===== src/rtl/ahb_resp_mux_tmo.sv =====
// ahb_resp_mux_tmo: AHB slave-to-master response mux with default-slave ERROR and wait-state watchdog
module ahb_resp_mux_tmo #(
  parameter int NUM_SLAVES = 4,
  parameter int NUM_MASTERS = 2,
  parameter int DATA_WIDTH = 32,
  parameter int TIMEOUT = 16,
  parameter int CNT_WIDTH = 8,
  localparam int MW = NUM_MASTERS > 1 ? $clog2(NUM_MASTERS) : 1
) (
  input  logic                              Hclk,
  input  logic                              Hreset,
  input  logic [1:0]                        Htrans,
  input  logic [NUM_SLAVES-1:0]             slave_select,
  input  logic [MW-1:0]                     Hmaster,
  input  logic [NUM_SLAVES*DATA_WIDTH-1:0]  Hrdata_S,
  input  logic [NUM_SLAVES*2-1:0]           Hresp_S,
  input  logic [NUM_SLAVES-1:0]             Hreadyout_S,
  output logic [NUM_MASTERS*DATA_WIDTH-1:0] Hrdata,
  output logic [NUM_MASTERS*2-1:0]          Hresp,
  output logic                              Hready,
  output logic                              timeout_err,
  output logic [CNT_WIDTH-1:0]              err_count
);
  localparam int WW = TIMEOUT > 1 ? $clog2(TIMEOUT) : 1;
  localparam logic [WW-1:0] TMO_LAST = WW'(TIMEOUT > 0 ? TIMEOUT - 1 : 0);
  typedef enum logic [1:0] {IDLE, DATA, ERR1, ERR2} state_t;
  state_t state;
  logic [NUM_SLAVES-1:0] dp_sel;
  logic [MW-1:0] dp_master, hm;
  logic [WW-1:0] wait_cnt;
  logic err_cause;
  logic [DATA_WIDTH-1:0] sel_rdata;
  logic [1:0] sel_resp;
  logic sel_ready, active, onehot, sample, tmo_hit, err_go;
  assign hm = NUM_MASTERS == 1 ? '0 : Hmaster;
  assign active = Htrans inside {2'b10, 2'b11};
  assign onehot = |slave_select && !(|(slave_select & (slave_select - 1'b1)));
  assign sample = state != ERR1 && Hready;
  assign tmo_hit = TIMEOUT > 0 && state == DATA && !sel_ready && wait_cnt == TMO_LAST;
  assign err_go = (sample && active && !onehot) || tmo_hit;
  // dp_sel is one-hot whenever it is used, so an OR-reduction acts as the mux
  always_comb begin
    sel_rdata = '0;
    sel_resp = '0;
    sel_ready = 1'b0;
    for (int s = 0; s < NUM_SLAVES; s++) begin
      sel_rdata |= dp_sel[s] ? Hrdata_S[s*DATA_WIDTH +: DATA_WIDTH] : '0;
      sel_resp |= dp_sel[s] ? Hresp_S[s*2 +: 2] : 2'b00;
      sel_ready |= dp_sel[s] & Hreadyout_S[s];
    end
  end
  always_comb begin
    Hready = state == DATA ? sel_ready : state != ERR1;
    timeout_err = state == ERR1 && err_cause;
    Hrdata = '0;
    Hresp = '0;
    for (int m = 0; m < NUM_MASTERS; m++) begin
      if (dp_master == MW'(m)) begin
        Hrdata[m*DATA_WIDTH +: DATA_WIDTH] = state == DATA ? sel_rdata : '0;
        Hresp[m*2 +: 2] = state == DATA ? sel_resp : (state == ERR1 || state == ERR2) ? 2'b01 : 2'b00;
      end
    end
  end
  always_ff @(posedge Hclk or posedge Hreset) begin
    if (Hreset) begin
      state <= IDLE;
      dp_sel <= '0;
      dp_master <= '0;
      wait_cnt <= '0;
      err_cause <= 1'b0;
      err_count <= '0;
    end else begin
      if (state == ERR1) state <= ERR2;
      else if (sample) begin
        state <= !active ? IDLE : onehot ? DATA : ERR1;
        if (active) dp_master <= hm;
        if (active && onehot) begin
          dp_sel <= slave_select;
          wait_cnt <= '0;
        end
        if (active && !onehot) err_cause <= 1'b0;
      end else if (tmo_hit) begin
        state <= ERR1;
        err_cause <= 1'b1;
      end else if (state == DATA && TIMEOUT > 0) wait_cnt <= wait_cnt + 1'b1;
      if (err_go && err_count != '1) err_count <= err_count + 1'b1;
    end
  end
endmodule


===== config.mk =====
export PLATFORM = sky130hd
export DESIGN_NAME = ahb_resp_mux_tmo
export DESIGN_NICKNAME = d
export VERILOG_FILES = /design/src/rtl/ahb_resp_mux_tmo.sv
export SDC_FILE = /design/constraint.sdc
export NUM_CORES = 1
export LEC_CHECK = 0
export CORE_UTILIZATION = 28
export DETAILED_ROUTE_END_ITERATION = 16
export HOLD_SLACK_MARGIN = 0.08
export PLACE_DENSITY = 0.79
export RECOVER_POWER = 100
export SYNTH_ARGS = -nofsm -noshare
export SYNTH_HDL_FRONTEND = slang
export SYNTH_SLANG_ARGS = --single-unit

===== constraint.sdc =====
create_clock -name Hclk -period 1.7 [get_ports Hclk]
set_input_delay 0.255 -clock Hclk [delete_from_list [all_inputs] [get_ports Hclk]]
set_output_delay 0.255 -clock Hclk [all_outputs]
set_load 0.01 [all_outputs]

==> flow_summary.ini <==
[outcome]
status = finished, violations left
violations = negative setup slack

[pwr]
leakagePower_nw = 2.651
p_per_area_nw_per_um2 = 1474
vdd_drop_max_uv = 956.6

[floorplan]
core_um2 = 7888
start_util_pct = 29.58
rows = 32
die_w_um = 93.29
io_pins = 227
fp.dieH_um = 93.29
dieArea_um2 = 8703

[grt]
grt-busiest-layer = met2
met1_usage_pct = 30.67
use_met3_pct = 3.740
grt_use_met2_pct = 53.92
grt_usage_pct = 27.49
antenna_found_initial = 0
grt_pass1_vias = 3700
grt_max_degree = 40
grt_overflow_total = 0
grt_pass1_wl_um = 18790

[synth]
ys_top_cells_by_area = a22oi_1 (22%), dfrtp_1 (21%), nand2_1 (12%)
yosysSeqAreaShare_pct = 21.45
syn-cell-area_um2 = 2333
synth_nets = 485
synth_top_area_share_pct = 21.88
yosysTopAreaCell = a22oi_1
syn_area_per_cell_um2 = 6.986
synth.most_common_cell = nand2_1
synth_edf_count = 0
async_reset_ff_share_pct = 100.0
synth_common_cells = nand2_1 (73), a22oi_1 (68), nor2_1 (38), and3_1 (36), clkbuf_1 (24)
synth_flop_cell = dfrtp_1
yosysWarnings = 0
ys_ff_latch = 20
syn_inst = 334
yosys.cell_types.count = 39

[timing]
maxSlewViolCount = 0
worst_pin_slew_ps = 1120
rsz0062_at_grt = yes
setup-tns-final_ps = -11680
period_share_pct = 115.7
maxSlewHeadroom_pct = 25.32
finalCriticalPeriod_ps = 1967
finalHoldViolations = 0
setup_ws_ps = -267.0
max_freq_mhz = 508.4
setup_viol = 87
fin_skew_ps = 3.104
whs_ps = 521.9

[cts]
ctsHoldBuffers = 0
path_clk_slew_ps = 80
cts_buffer_depth = 2
cts_buffers = 3
cts_tree = built
clock-sinks = 20
clockRootBuffer = clkbuf_8
htreeDepth = 1
clk_latency_ps = 260

[setup_path]
cp_max_fo = 7
path_class = flip-flop to flip-flop
cp.arrival_ps = 2120
startpoint_type = flip-flop
cp.required_ps = 1850
endpoint_kind = flip-flop

[placement]
dp_worst_setup_slack_ps = -504.9
dpl_cell_area_um2 = 4906
io_buffer_count = 225
hpwlAfterDp_um = 8774
gp_congestion = 0.8349

[route]
remaining_drc_errors = 0
viasPerCell = 5.399
wl_per_cell_um = 19.56
drtAntennaViolNets = 0
vias = 3844
drt-initial-drc-count = 138
dr.pass1.iters = 4
routed_wl_um = 13930

[final_layout]
syn_to_final_growth_pct = 153.6
fin_util_pct = 75.02
final_nets = 762
n_antenna_cell = 0
drive_above_1_share_pct = 44.26
design_area_um2 = 5917

[min_path]
hold_path_class = flip-flop to flip-flop

[flow_run]
drv_cap = 0
cell families after synthesis:
kind of cell	synth area share (%)
XOR/XNOR	2.252
multiplexers	4.289
AND/OR/NAND/NOR	32.82
buffers and inverters	7.668
flip-flops	21.45
adder cells (fa/ha/maj)	1.072
AO/OA/AOI/OAI	30.46
timing repair:
action | in CTS | in global routing
endpoints found under the setup margin | 87 | 88
gates resized for setup | 322 | 139
buffers inserted | 25 | 14
gates cloned | 4 | 9
pin swaps | 36 | 39
area by class of cell:
class                      instances  area (um2)
tap                              102       127.6
fill                             526        1971
clock buffer                       4       55.05
multi-input combinational        274        2162
sequential                        20       504.2
timing repair buffer             304        3038
inverter                           8       30.03
stage by stage:
| stage | instances | power, mW |
|---|---|---|
| after floorplan | 334 | 3.419 |
| after global placement | 661 | 5.910 |
| after detailed placement | 661 | 5.984 |
| after CTS | 692 | 7.297 |
| after global routing | 712 | 9.192 |
| final | 712 | 8.722 |
flip-flops by register name, indices dropped and copies added, names as in the netlist:
register / cells
err_count: 8
dp_sel: 4
wait_cnt: 4
state: 2
dp_master: 1
err_cause: 1
report_power, final:
group / internal [mW] / switching, mW
Clock: 0.206 / 0.162
Sequential: 0.673 / 0.208
Combinational: 3.95 / 3.52
layout by cell type, fill, tap and decap left out, types with 7 or more instances in the layout:
| master | n |
|---|---|
| nand3_1 | 9 |
| nand2_1 | 55 |
| nand2_2 | 17 |
| dlygate4sd3_1 | 8 |
| buf_2 | 52 |
| a22oi_1 | 16 |
| buf_4 | 30 |
| clkbuf_16 | 7 |
| inv_1 | 8 |
| buf_12 | 12 |
| clkdlybuf4s50_1 | 147 |
| and3_4 | 18 |
| a22oi_2 | 52 |
| dfrtp_1 | 17 |
| and3_1 | 18 |
| nor2_1 | 34 |
| buf_6 | 40 |
worst max-delay path: stages (launching register included):
cell	delay [ps]
dfrtp_2	460
buf_6	140
a22oi_4	250
nand3_2	150
or2_4	320
a211oi_2	200
mux2_1	330
routing by layer:
metal  vias to the layer above  share of wire, %
li1                       1762                 -
met1                      1858                37
met2                       197                54
met3                        27               7.0
met4                         0               2.3
met5                         -                 0
final timing paths:
| kind | startpoint | to | slack (ps) | depth (start not counted) |
|---|---|---|---|---|
| worst min-delay path | err_count[4]$_DFFE_PP0P_ | err_count[4]$_DFFE_PP0P_ | 520 | 1 |
| worst min register to register | err_count[4]$_DFFE_PP0P_ | err_count[4]$_DFFE_PP0P_ | 520 | 1 |
| max in group asynchronous | Hreset | dp_sel[1]$_DFFE_PP0P_ | 170 | 3 |
| min in group asynchronous | Hreset | err_count[3]$_DFFE_PP0P_ | 780 | 3 |
| worst max-delay path | dp_sel[2]$_DFFE_PP0P_ | err_count[7]$_DFFE_PP0P_ | -270 | 6 |
| worst max register to register | dp_sel[2]$_DFFE_PP0P_ | err_count[7]$_DFFE_PP0P_ | -270 | 6 |
(Power assumes the default switching activity.)
